$ cat config.mk
export PLATFORM = sky130hd
export DESIGN_NAME = coin_run_stats_flat
export DESIGN_NICKNAME = d
export VERILOG_FILES = /design/src/rtl/coin_run_stats_if.sv /design/src/rtl/coin_run_stats.sv /design/src/flat_wrapper.sv
export SDC_FILE = /design/constraint.sdc
export NUM_CORES = 1
export LEC_CHECK = 0
export ABC_CLOCK_PERIOD_IN_PS = 3200
export CORE_ASPECT_RATIO = 0.6
export CORE_MARGIN = 2
export CORE_UTILIZATION = 25
export DETAILED_ROUTE_END_ITERATION = 8
export GPL_ROUTABILITY_DRIVEN = 0
export HOLD_SLACK_MARGIN = 0.03
export SETUP_SLACK_MARGIN = 0.1
export SLEW_MARGIN = 20
export SYNTH_ARGS = -nofsm -noshare
export SYNTH_HDL_FRONTEND = slang
export SYNTH_SLANG_ARGS = --single-unit
$ cat constraint.sdc
create_clock -name clock -period 3.2 [get_ports clock]
set_input_delay 0.96 -clock clock [delete_from_list [all_inputs] [get_ports clock]]
set_output_delay 0.96 -clock clock [all_outputs]
set_load 0.01 [all_outputs]
$ cat src/rtl/coin_run_stats_if.sv
// rtl/coin_run_stats_if.sv - report handshake bundle for coin_run_stats
interface coin_run_stats_if #(
  parameter int CW = 8
);
  logic          report_valid;
  logic          report_ready;
  logic [CW-1:0] report_events;
  logic [CW-1:0] report_longest;
  logic          report_overrun;

  modport master (
    output report_valid,
    output report_events,
    output report_longest,
    output report_overrun,
    input  report_ready
  );

  modport slave (
    input  report_valid,
    input  report_events,
    input  report_longest,
    input  report_overrun,
    output report_ready
  );
endinterface

$ cat src/rtl/coin_run_stats.sv
// rtl/coin_run_stats.sv - per-window streak event count and longest head run, reported on valid/ready
module coin_run_stats #(
  parameter int WINDOW = 64,
  parameter int CW     = 8
) (
  input  logic               clock,
  input  logic               reset,
  input  logic               sequence_in,
  input  logic               detector_out,
  coin_run_stats_if.master   rpt
);
  localparam int            TW   = $clog2(WINDOW);
  localparam logic [TW-1:0] LAST = TW'(WINDOW - 1);
  localparam logic [CW-1:0] CMAX = '1;

  typedef enum logic {EMPTY, FULL} state_t;

  state_t        state_q, state_d;
  logic [TW-1:0] toss_cnt_q, toss_cnt_d;
  logic [CW-1:0] ev_cnt_q, ev_cnt_d;
  logic [CW-1:0] run_cnt_q, run_cnt_d;
  logic [CW-1:0] max_run_q, max_run_d;
  logic          det_q, det_d;
  logic [CW-1:0] rep_events_q, rep_events_d;
  logic [CW-1:0] rep_longest_q, rep_longest_d;
  logic          overrun_q, overrun_d;

  logic          win_close;
  logic          load_report;
  logic [CW-1:0] run_nxt;
  logic [CW-1:0] max_nxt;
  logic [CW-1:0] ev_nxt;

  // Window statistics including this cycle's toss, plus report capture and overrun.
  always_comb begin
    win_close   = (toss_cnt_q == LAST);
    run_nxt     = sequence_in ? ((run_cnt_q == CMAX) ? CMAX : run_cnt_q + CW'(1)) : '0;
    max_nxt     = (run_nxt > max_run_q) ? run_nxt : max_run_q;
    ev_nxt      = (detector_out && !det_q && ev_cnt_q != CMAX) ? ev_cnt_q + CW'(1) : ev_cnt_q;
    load_report = win_close && ((state_q == EMPTY) || rpt.report_ready);

    det_d         = detector_out;
    toss_cnt_d    = win_close ? '0 : toss_cnt_q + TW'(1);
    run_cnt_d     = win_close ? '0 : run_nxt;
    max_run_d     = win_close ? '0 : max_nxt;
    ev_cnt_d      = win_close ? '0 : ev_nxt;
    rep_events_d  = load_report ? ev_nxt  : rep_events_q;
    rep_longest_d = load_report ? max_nxt : rep_longest_q;
    overrun_d     = overrun_q || (win_close && (state_q == FULL) && !rpt.report_ready);
  end

  // Report FSM next state: a close fills it, an accept drains it unless a close refills it.
  always_comb begin
    state_d = state_q;
    case (state_q)
      EMPTY: if (win_close) state_d = FULL;
      FULL:  if (rpt.report_ready && !win_close) state_d = EMPTY;
      default: state_d = EMPTY;
    endcase
  end

  // Outputs come straight from registers so nothing combinational reaches the port.
  always_comb begin
    rpt.report_valid   = (state_q == FULL);
    rpt.report_events  = rep_events_q;
    rpt.report_longest = rep_longest_q;
    rpt.report_overrun = overrun_q;
  end

  // Report FSM state register.
  always_ff @(posedge clock) begin
    if (reset) state_q <= EMPTY;
    else       state_q <= state_d;
  end

  // Datapath registers; reset discards the partial window, held report and overrun.
  always_ff @(posedge clock) begin
    if (reset) begin
      toss_cnt_q    <= '0;
      ev_cnt_q      <= '0;
      run_cnt_q     <= '0;
      max_run_q     <= '0;
      det_q         <= 1'b0;
      rep_events_q  <= '0;
      rep_longest_q <= '0;
      overrun_q     <= 1'b0;
    end else begin
      toss_cnt_q    <= toss_cnt_d;
      ev_cnt_q      <= ev_cnt_d;
      run_cnt_q     <= run_cnt_d;
      max_run_q     <= max_run_d;
      det_q         <= det_d;
      rep_events_q  <= rep_events_d;
      rep_longest_q <= rep_longest_d;
      overrun_q     <= overrun_d;
    end
  end
endmodule

$ cat src/flat_wrapper.sv
// flat-port wrapper written by rule: the top's interface ports become plain ports
module coin_run_stats_flat 
#(
  parameter int WINDOW = 64,
  parameter int CW     = 8
)
  (clock, reset, sequence_in, detector_out, rpt_report_valid, rpt_report_events, rpt_report_longest, rpt_report_overrun, rpt_report_ready);
  coin_run_stats_if #(.CW(CW)) rpt_i ();
  input  logic clock;
  input  logic reset;
  input  logic sequence_in;
  input  logic detector_out;
  output wire logic [$bits(rpt_i.report_valid)-1:0] rpt_report_valid;
  output wire logic [$bits(rpt_i.report_events)-1:0] rpt_report_events;
  output wire logic [$bits(rpt_i.report_longest)-1:0] rpt_report_longest;
  output wire logic [$bits(rpt_i.report_overrun)-1:0] rpt_report_overrun;
  input wire logic [$bits(rpt_i.report_ready)-1:0] rpt_report_ready;
  assign rpt_report_valid = rpt_i.report_valid;
  assign rpt_report_events = rpt_i.report_events;
  assign rpt_report_longest = rpt_i.report_longest;
  assign rpt_report_overrun = rpt_i.report_overrun;
  assign rpt_i.report_ready = rpt_report_ready;
  coin_run_stats #(.WINDOW(WINDOW), .CW(CW)) u_core (.clock(clock), .reset(reset), .sequence_in(sequence_in), .detector_out(detector_out), .rpt(rpt_i));
endmodule
; Word-level counts from Yosys, hierarchy flattened
; Index checks and enable logic that the tools add are counted.
[totals]
regBits = 49
in_bits = 5
output_inout_bits = 18
wordCells = 36
[classes]
n_addsub = 3
n_lt_le_gt_ge = 1
eq_ne = 3
mux = 7
n_bitwise = 1
n_reduce_logical = 12
[op_table]
columns = operator, count
row1 = $mux W8, 4
row2 = $add A8 B1 Y8 const B, 2
row3 = $eq A8 B8 Y1 const B, 1
row4 = $gt A8 B8 Y1, 1
row5 = $ne A8 B8 Y1 const B, 1
row6 = $add A6 B1 Y6 const B, 1
row7 = $eq A6 B6 Y1 const B, 1
row8 = $logic_and A1 B1 Y1, 6
row9 = $logic_not A1 Y1, 3
row10 = $logic_or A1 B1 Y1, 2
row11 = $mux W1, 2
row12 = $pmux W1 S2, 1
row13 = $reduce_or A2 Y1, 1
row14 = $not A1 Y1, 1

; Depth between registers and ports, before layout
[depth]
word_depth = 5
ltp_mapped = 12
depth_no_buf = 12

; Worst setup path after synthesis
; No wires, ideal clock.
[synth_path]
path_type = input-to-reg
start = input port sequence_in
end = register u_core.rep_longest_q[0], in the netlist u_core.rpt.report_longest[0]
setup_time_ps = 79
arrival_time_ps = 2511
required_time_ps = 3121
setup_slack_ps = 610
cell_stages = 8
path_buffers = 0
cell_sequence = o21a_1 ha_1 nor2b_4 o211ai_2 a21oi_2 o21ai_4 mux2_2 a211oi_2
[synth_between]
elab_chain_len = 3
[synth_lines]
columns = item, line
row1 = from (decl), flat_wrapper.sv:11  ; input logic sequence_in;
row2 = $mux W8 *, coin_run_stats.sv:37  ; run_nxt = sequence_in ? ((run_cnt_q == CMAX) ? CMAX : run_cnt_q + CW'(1)) : '0;
row3 = $gt A8 B8 Y1, coin_run_stats.sv:38  ; max_nxt = (run_nxt > max_run_q) ? run_nxt : max_run_q;
row4 = $mux W8 *, coin_run_stats.sv:38
row5 = to (signal assigned), coin_run_stats.sv:94  ; rep_longest_q <= rep_longest_d;
row6 = to (decl), coin_run_stats.sv:25  ; logic [CW-1:0] rep_longest_q, rep_longest_d;
; Mark *: on every way between the ends. The rest lies on a longest branch, timed or not.
; A chain may end at the register's enable or synchronous reset.

; Worst setup path in the final report
[layout_path]
start = register u_core.run_cnt_q[0]
end = register u_core.rep_longest_q[2], in the netlist u_core.rpt.report_longest[2]
[layout_between]
elab_chain_len = 5
elab_cells_between_ends = 6
cone_classes = add/sub: 1 / order compare: 1 / eq/ne: 1 / mux: 3
[layout_lines]
columns = item, line
row1 = from (decl), coin_run_stats.sv:21  ; logic [CW-1:0] run_cnt_q, run_cnt_d;
row2 = from (signal assigned), coin_run_stats.sv:90  ; run_cnt_q <= run_cnt_d;
row3 = $add A8 B1 Y8 or $eq A8 B8 Y1 (tied branches), coin_run_stats.sv:37
row4 = $mux W8 * (2 in a row), coin_run_stats.sv:37
row5 = via u_core.run_nxt[6], coin_run_stats.sv:30  ; logic [CW-1:0] run_nxt;
row6 = $gt A8 B8 Y1 *, coin_run_stats.sv:38
row7 = $mux W8 *, coin_run_stats.sv:38
; Mark *: on every way through the listed nets, which the timed path passes. The rest lies on a longest branch.

==> summary.md <==
| Metric | Value |
|---|---|
| Cell variety after synth | `38` |
| Overall die width | `124 µm` |
| Cts bufs inserted | `5` |
| Root Driver | `clkbuf_16` |
| Critical path startpoint category | `flop` |
| Post-synth top flop | `dfxtp_1` |
| Leakage power of the design | `around 1.0 nW` |
| Die height | `roughly 76 µm` |
| CTS sink cnt | `about 50` |
| Critical-path maximum fanout | `6` |
| Global-route wire length before repair | `7780 µm` |
| Count of input and output buffers | `22` |
| Routed via count divided by cell count | `4.35` |
| Cell types occupying the most area after synthesis | `dfxtp_1 (45%), nor2_1 (8.5%), ha_1 (6.4%)` |
| Core Box Area | `~0.0085 mm²` |
| Antenna violations before repair | `0` |
| Post-CTS clock slew at the launch and capture registers of the worst setup and hold paths | `0.06 ns` |
| Total half-perimeter wirelength after legalization and detailed placement | `3120 µm` |
| RSZ-0062 raised after global routing | `no` |
| Total power density per cell area | `462 mW/mm²` |
| Final net count | `285` |
| Post-synth design cell area | `0.00216 mm²` |
| Type of the most critical hold path | `reg -> reg` |
| Avg Synthesized Cell Area | `just over 9 µm²` |
| Met1 GRT Util | `0.154` |
| Final setup skew | `0.00459 ns` |
| Status | `complete, no violations` |
| Final design instance area without fill | `0.00272 mm²` |
| Number of hold buffers added after CTS | `0` |
| Number of nets in the synthesized netlist | `roughly 250` |
| Effective utilization at floorplan | `0.255` |
| Cell type with the largest total area after synthesis | `dfxtp_1` |
| Area occupied by multi-input gates | `0.00108 mm²` |
| Area share of the largest cell type after synthesis | `0.454` |
| Number of warnings printed during yosys synthesis | `0` |
| Worst EP arrival | `2.86 ns` |
| # Max-Cap Violations | `0` |
| Peak Freq | `368 MHz` |
| Filler cell count | `903` |
| Met3 Track Usage GR | `0.0404` |
| Number of nets with antenna violations after routing | `0` |
| Proportion of synthesized chip area in sequential cells | `0.454` |
| First-pass detailed-route iteration total | `4` |
| Count of endpoints failing setup in the final report | `0` |
| Area growth from synthesis to layout | `25.7%` |
| Placed insts | `374` |
| Least-Margin Pin Slew | `0.610 ns` |
| Tmin final | `2.72 ns` |
| Layout cell share with drive strength beyond 1 | `0.107` |
| Number of flip-flops and latches in the synthesized netlist | `49` |
| Final routed wire length divided by cell count | `11.2 µm` |
| Data required time of the critical path | `3.34 ns` |
| Peak-usage layer in the global routing report | `met1` |
| CTS max path bufs | `2` |
| Maximum level of the CTS H-tree | `2` |
| Total I/O pin count | `23` |
| Final Max Tran Viols | `0` |
| Clock latency on the worst-skew pair | `a little under 0.3 ns` |
| Area taken by flip-flops and latches | `981 µm²` |
| Met2 usage in global routing | `0.140` |
| Post-Syn Instances | `about 240` |
| Final critical-path share of the clock period | `0.849` |
| Finished Core Util | `0.321` |
| Final routed DRC violation total | `0` |
| Layout Cells excl Fill | `382` |
| Count of inserted antenna diode cells | `0` |
| FP Rows | `26` |
| Total track usage | `0.107` |
| Endpoint kind of the worst setup timing path | `flop` |
| Final Hold Violating Endpoints | `0` |
| Pin count of the biggest net entering global routing | `28` |
| Worst Path Class, Setup | `reg -> reg` |
| Overall overflow remaining after global route | `0` |
| Highest ir drop seen on vdd | `0.000203 V` |
| Proportion of register bits with asynchronous set or reset after synthesis | `0` |
| Max transition margin | `0.592` |
| Total negative slack for setup checks | `0 ns` |
| Total length of routed wires | `4270 µm` |
| Via count of the first global-routing pass | `1654` |
| Leading cell types by count after synthesis | `dfxtp_1 (49), nor2_1 (49), inv_1 (14), a211oi_1 (12)` |
| Number of enable-type register cells in the synthesized netlist | `0` |
| Instance area at placement | `0.00257 mm²` |
| Via total after detailed routing | `1660` |
| Die area | `between 0.009 and 0.01 mm²` |
| First-iteration detailed-routing DRC count | `42` |
| Clock tree from TritonCTS | `done` |
-- critical path, stage by stage, from the launching register on --
cell and delay (ns):
dfxtp_1 0.37, ha_1 0.20, and3_2 0.23, nand2_2 0.09, o21ai_0 0.24, nor2_1 0.10
ha_1 0.30, nand4_1 0.16, or2_1 0.30, o21ai_4 0.10, buf_12 0.15, mux2i_1 0.23
a211oi_1 0.10
-- metrics by stage --
| step | setup slack [ns] | power (mW) | hold WS [ns] |
|---|---|---|---|
| CTS | 0.239 | 1.27 | 0.457 |
| global placement | -0.0117 | 0.750 | 0.429 |
| finish | 0.484 | 1.26 | 0.451 |
| floorplan | 0.610 | 0.710 | 0.418 |
| detailed placement | -0.0615 | 0.753 | 0.446 |
| global route | 0.244 | 1.32 | 0.486 |
-- report_power, final --
| group | internal [mW] | leakage (nW) | total, mW | switching (mW) |
|---|---|---|---|---|
| sequential | 0.620 | 0.396 | 0.627 | 0.00758 |
| combinational | 0.0590 | 0.571 | 0.112 | 0.0528 |
| clock | 0.291 | 0.0641 | 0.517 | 0.226 |
-- layout by cell type (no fill, tap or decap), types with 8 or more instances in the layout --
master / Yosys / layout
ha_1: 11 / 11
a21oi_1: 8 / 8
mux2i_1: 10 / 10
buf_4: 2 / 10
inv_1: 14 / 14
clkdlybuf4s50_1: 0 / 21
a211oi_1: 12 / 12
nor2_1: 49 / 49
dfxtp_1: 49 / 49
nand3_1: 8 / 8
nand2_1: 11 / 11
-- per-layer routing --
metal / share of wire / vias to the layer above
li1: - / 872
met1: 0.56 / 759
met2: 0.38 / 22
met3: 0.051 / 7
met4: 0.017 / 0
met5: 0 / -
-- path summary, 6_finish.rpt --
path	from	to	slack, ns	cells past startpoint
max	u_core.run_cnt_q[0]	u_core.rpt.report_longest[2]	0.48	12
min reg2reg	u_core.toss_cnt_q[0]	u_core.toss_cnt_q[0]	0.45	1
max reg2reg	u_core.run_cnt_q[0]	u_core.rpt.report_longest[2]	0.48	12
min	u_core.toss_cnt_q[0]	u_core.toss_cnt_q[0]	0.45	1
-- final cells by class --
class	instances	area share
Clock buffer	7	0.0488
Clock inverter	1	0.00276
Multi-Input combinational cell	166	0.399
Timing Repair Buffer	33	0.117
Tap cell	112	0.0516
Inverter	14	0.0194
Sequential cell	49	0.361
-- registers in the layout, indices dropped and copies added (netlist names) --
register and cells:
u_core.max_run_q 8, u_core.rpt.report_overrun 1, u_core.rpt.report_events 8, u_core.rpt.report_valid 1, u_core.ev_cnt_q 8, u_core.toss_cnt_q 6
u_core.det_q 1, u_core.run_cnt_q 8, u_core.rpt.report_longest 8
-- kinds of logic after synthesis --
family,share of synthesized area
AND/OR/NAND/NOR,0.213
flip-flops,0.454
AO/OA/AOI/OAI,0.127
buffers and inverters,0.0440
multiplexers,0.0568
adder cells (fa/ha/maj),0.0637
XOR/XNOR,0.0406
-- repair_timing --
action | in CTS | in global routing
endpoints found under the setup margin | 0 | 7
setup buffers | 0 | 0
resized for setup | 0 | 1
Note: power is estimated with default switching activity, not from simulation.
==> variant 1 (same settings) <==
Make the reset (`reset`) asynchronous in 2 clocked blocks.
--- a/src/rtl/coin_run_stats.sv
+++ b/src/rtl/coin_run_stats.sv
@@ -69,5 +69,5 @@
 
   // Report FSM state register.
-  always_ff @(posedge clock) begin
+  always_ff @(posedge clock or posedge reset) begin
     if (reset) state_q <= EMPTY;
     else       state_q <= state_d;
@@ -75,5 +75,5 @@
 
   // Datapath registers; reset discards the partial window, held report and overrun.
-  always_ff @(posedge clock) begin
+  always_ff @(posedge clock or posedge reset) begin
     if (reset) begin
       toss_cnt_q    <= '0;
Formal check against the unedited RTL: no difference found for any inputs over 10 cycles, from zero or initial values and one cycle with reset high; that may be too few to reach the edited logic, so the function may still have changed.
==> variant 1 against the unedited design <==
- final area up 9.2%
- sequential cell count unchanged
- non-clock buffer count up 4
- count of clock-buffer cells in the layout down 2
- setup slack worse by 0.33 ns
- routed wire length up 10%
- synthesized area up 8.3%
- maximum frequency down 11%
- critical path type is now input port to register
Power is not compared: it rests on default switching activity, and its combinational part moved more than twofold at a synthesized area within 25%.
==> variant 1: results (changes against the unedited design) <==
GRT
  – GR Layer Usage met1: 15.9% (was 15.4%)
  – Vias in the first global route: 1631 (was 1654)
  – Met3 GRT Util: 3.71% (was 4.04%)
  – First-pass GRT wire length: 8.09 mm (was 7.78 mm)
  – Largest net degree at the start of global routing: 32 (was 28)
  – Total grt overflow: 0 (unchanged)
  – Met2 usage: 13.1% (was 14.0%)
  – GRT Total Usage: 10.2% (was 10.7%)

Cells and area
  – Post-route insts no fill: 374 (was 382)
  – Antenna cells: 0 (unchanged)
  – Layout cells sized above 1: 17.4% (was 10.7%)
  – Nets@finish: 274 (was 285)
  – # fillers: 944 (was 903)

Clock network
  – Clock Path Buffers: 2 (unchanged)
  – Clock transition at path regs: 0.06 ns (about the same)

Synth
  – Area contributors post-synth: dfrtp_1, ha_1, nor2_1 (was dfxtp_1, nor2_1, ha_1)
  – Sequential area share after synthesis: 52.4% (was 45.4%)
  – Most frequent cell after synthesis: dfrtp_1
  – Commonest cells in the synthesized netlist: dfrtp_1, nor2_1, nand2_1 (was dfxtp_1, nor2_1, inv_1)
  – Syn_area_per_cell: 10.6 um2 (was 9.15 um2)
  – FFs w/ async S/R, synth: 100% (was 0%)
  – Seq cells post-synth: 49 (unchanged)
  – Synth Net Count: 236 (was 252)
  – Number of library cell types mapped by synthesis: 40 (was 38)

Worst setup path
  – Critical path launch point: sequence_in (was u_core.run_cnt_q[0]$_SDFF_PP0_)
  – R2R Setup Slk: 0.34 ns (was 0.48 ns)
  – Crit path DAT: 3.19 ns (was 2.86 ns)
  – Worst Path Max Fanout: 7 (was 6)
  – Worst r2r src: u_core.run_cnt_q[0]$_DFF_PP0_ (was u_core.run_cnt_q[0]$_SDFF_PP0_)
  – Reg-to-Reg End: u_core.rpt.report_longest[2]$_DFFE_PP0P_ (was u_core.rpt.report_longest[2]$_SDFFE_PP0P_)
  – R2R depth: 13 (was 12)

Timing
  – Max_slew headroom: 57.0% (was 59.2%)
  – Fin Clk Skew: 0.00640 ns (was 0.00459 ns)
  – WHS: 0.471 ns (was 0.451 ns)
  – Final period util: 95.1% (was 84.9%)

Power
  – Static Leak: 0.00134 uW

Route
  – Via Count: 1643 (was 1660)
  – Final wirelength: 4.72 mm (was 4.27 mm)
  – Initial DRC Count: 67 (was 42)

Hold path
  – HP Start: u_core.rpt.report_overrun$_DFF_PP0_ (was u_core.toss_cnt_q[0]$_SDFF_PP0_)

Place
  – Setup WS pre-CTS: -0.168 ns (was -0.0615 ns)
  – Post-detail-place hpwl: 3.51 mm (was 3.12 mm)
  – I/O Buffers: 22 (unchanged)

Outcome
  – Status: complete, no violations (unchanged)
==> variant 1: how the worst min path moves through the flow <==
stage | cells after the start | end
final | 1 | u_core.rpt.report_overrun$_DFF_PP0_
after detailed placement | 1 | u_core.rpt.report_overrun$_DFF_PP0_
after global placement | 1 | u_core.rpt.report_overrun$_DFF_PP0_
after global routing | 2 | u_core.rpt.report_events[7]$_DFFE_PP0P_
after floorplan | 1 | u_core.toss_cnt_q[5]$_DFF_PP0_
after CTS | 1 | u_core.rpt.report_overrun$_DFF_PP0_
==> variant 1: critical path, cell delays in order <==
cell and delay [ns]:
clkdlybuf4s50_1 0.49, buf_4 0.15, o21a_1 0.16, ha_1 0.25, nor2b_1 0.14, o211ai_2 0.16, a21oi_2 0.09, o21ai_4 0.27
buf_4 0.17, mux2i_1 0.24, a21oi_1 0.10
==> variant 1: cells by family (layout without fill, tap and decap cells) <==
family | count (synthesis) | in the layout | synth area share [%]
XOR/XNOR | 11 | 11 | 4.12
adder cells (fa/ha/maj) | 11 | 11 | 5.89
flip-flops | 49 | 49 | 52.4
AO/OA/AOI/OAI | 41 | 41 | 12.6
buffers and inverters | 18 | 56 | 3.42
multiplexers | 9 | 9 | 3.91
AND/OR/NAND/NOR | 81 | 81 | 17.7
==> variant 1: area by class of cell <==
type | count | share of cell area, %
clock buffers | 5 | 4.22
clock inverters | 2 | 1.18
inverters | 12 | 1.52
multi-input cells | 153 | 35.5
flip-flops and latches | 49 | 41.4
well taps | 116 | 4.89
repair buffers | 37 | 11.4
==> variant 1: repair_timing <==
| action | CTS | global route |
|---|---|---|
| hold buffers | 0 | 0 |
| resized for setup | 0 | 4 |
| setup buffers | 0 | 1 |
| endpoints found under the setup margin | 0 | 6 |
==> variant 1: layer usage <==
| metal | vias up | wire length (um) |
|---|---|---|
| li1 | 822 | - |
| met1 | 791 | 2660 |
| met2 | 25 | 1850 |
| met3 | 5 | 158 |
| met4 | 0 | 46 |
| met5 | - | 0 |
==> variant 1: through the flow <==
step	cell area (um2)	power (uW)	util, %
3_3_place_gp	2770	1080	30.4
6_report	2970	1700	32.5
3_5_place_dp	2770	1090	30.4
5_1_grt	2970	1810	32.5
4_1_cts	2930	1690	32.2
2_1_floorplan	2340	977	-
==> variant 1: power breakdown <==
part | switching (uW) | internal, uW
logic | 188 | 211
clock network | 216 | 363
registers | 50.6 | 674
total | 454 | 1250
==> variant 2 (config.mk and constraints unchanged) <==
Made on the original files. `WINDOW` is set to 64 in 2 places; all go to 128.
--- a/src/rtl/coin_run_stats.sv
+++ b/src/rtl/coin_run_stats.sv
@@ -1,5 +1,5 @@
 // rtl/coin_run_stats.sv - per-window streak event count and longest head run, reported on valid/ready
 module coin_run_stats #(
-  parameter int WINDOW = 64,
+  parameter int WINDOW = 128,
   parameter int CW     = 8
 ) (
--- a/src/flat_wrapper.sv
+++ b/src/flat_wrapper.sv
@@ -2,5 +2,5 @@
 module coin_run_stats_flat 
 #(
-  parameter int WINDOW = 64,
+  parameter int WINDOW = 128,
   parameter int CW     = 8
 )
Formal check against the unedited RTL: same outputs for any inputs over 10 cycles, from zero or initial values and one cycle with reset high; that may be too few to reach the edited logic, so the function may still have changed.
==> variant 2 against the unedited design <==
- routed wire length increased by 10%
- via count increased by 4.8%
- sequential cell count increased by 1
- final area increased by 2.9%
- total power decreased by 0.36%
- count of clock-buffer cells in the layout unchanged
- synthesized area increased by 4.9%
- setup slack got worse by 0.095 ns
==> variant 2: results (changes against the unedited design) <==
Outcome
  – Status: complete, no violations (unchanged)

Synth
  – Seq cells post-synth: 50 (was 49)
  – Synth Net Count: 261 (was 252)
  – Syn_area_per_cell: 9.24 um2 (was 9.15 um2)
  – Sequential area share after synthesis: 44.2% (was 45.4%)
  – Area contributors post-synth: dfxtp_1, nor2_1, ha_1 (unchanged)
  – Commonest cells in the synthesized netlist: nor2_1, dfxtp_1, inv_1 (was dfxtp_1, nor2_1, inv_1)
  – Commonest register cell after synthesis: dfxtp_1 (unchanged)
  – Number of library cell types mapped by synthesis: 46 (was 38)

Worst setup path
  – CP Capture Type: register (unchanged)
  – Crit path DAT: 2.98 ns (was 2.86 ns)
  – Worst Path Max Fanout: 8 (was 6)
  – Worst path max stage delay: 0.40 ns (was 0.37 ns)
  – Crit-path slowest cell: dfxtp_1 (unchanged)
  – Worst Setup Start Kind: register (unchanged)
  – Reg-to-Reg End: u_core.rpt.report_longest[0]$_SDFFE_PP0P_ (was u_core.rpt.report_longest[2]$_SDFFE_PP0P_)
  – R2R depth: 13 (was 12)
  – R2R Setup Slk: 0.39 ns (was 0.48 ns)

Place
  – DP Area: 2660 um2 (was 2570 um2)
  – Post-detail-place hpwl: 3.43 mm (was 3.12 mm)
  – Setup WS pre-CTS: -0.0702 ns (was -0.0615 ns)
  – Placed cell count: 381 (was 374)
  – I/O Buffers: 22 (unchanged)

Cells and area
  – Fraction of area in registers: 35.8% (was 36.1%)
  – Post-route insts no fill: 388 (was 382)
  – Inverters, non-clock: 16 (was 14)
  – Non-clock buffer count: 32 (was 33)
  – Non-clock buffer share: 11.1% (was 11.7%)
  – Layout clock area frac: 4.74% (was 5.16%)
  – Nets@finish: 292 (was 285)
  – Layout cells sized above 1: 12.3% (was 10.7%)
  – Final instance area: 2800 um2 (was 2720 um2)
  – # fillers: 917 (was 903)
  – Comb_multi_in: 171 (was 166)
  – Footprint of the multi-input gates: 1150 um2 (was 1080 um2)

Timing
  – WHS: 0.455 ns (was 0.451 ns)
  – Max_slew headroom: 75.3% (was 59.2%)
  – Fin Clk Skew: 0.00496 ns (was 0.00459 ns)
  – Final Critical Period: 2.81 ns (was 2.72 ns)

GRT
  – Largest net degree at the start of global routing: 29 (was 28)
  – GRT Total Usage: 10.1% (was 10.7%)
  – First-pass GRT wire length: 7.87 mm (was 7.78 mm)
  – Initial antenna violation count: 0 (unchanged)
  – Vias in the first global route: 1660 (was 1654)

Route
  – Initial DRC Count: 83 (was 42)
  – Routed vias/inst: 4.48 (was 4.35)
  – Drt wl/cell: 12.1 um (was 11.2 um)

Floorplanning
  – Tapcells: 112 (unchanged)

Power
  – Worst VDD drop: 0.181 mV (was 0.203 mV)
  – Static Leak: 0.00108 uW (was 0.00103 uW)

Clock network
  – Clock transition at path regs: 0.06 ns (about the same)
  – Clock Path Buffers: 2 (unchanged)
variant 2: changes by cell type in the layout (fill, tap and decap cells not counted), moves of 3 or more:
cell	unedited run	this run
a211oi_1	12	5
a211oi_2	1	8
nor2b_1	5	1
o21a_1	5	1
a21oi_1	8	11
o21ai_0	4	7
variant 2: logic make-up after synthesis:
| kind of cell | count (synthesis) | synth area share [%] |
|---|---|---|
| simple gates | 97 | 21.4 |
| xor+xnor | 11 | 4.25 |
| mux | 10 | 4.42 |
| compound gates | 42 | 14.7 |
| flops | 50 | 44.2 |
| fa+ha+maj | 11 | 6.08 |
| buf+inv | 24 | 4.97 |
variant 2: routing by layer:
layer	track usage (%)	vias to the layer above	share of wire, %
met5	0	-	0
met4	3.63	0	1.3
met3	3.52	7	3.8
met2	14.4	26	40
met1	14.2	815	55
li1	-	892	-
variant 2: power by group:
group          internal, uW  leakage [uW]  switching (uW)
clock network           286     0.0000640             217
logic                  53.5      0.000608            54.3
registers               632      0.000404            8.02
total                   972       0.00108             279
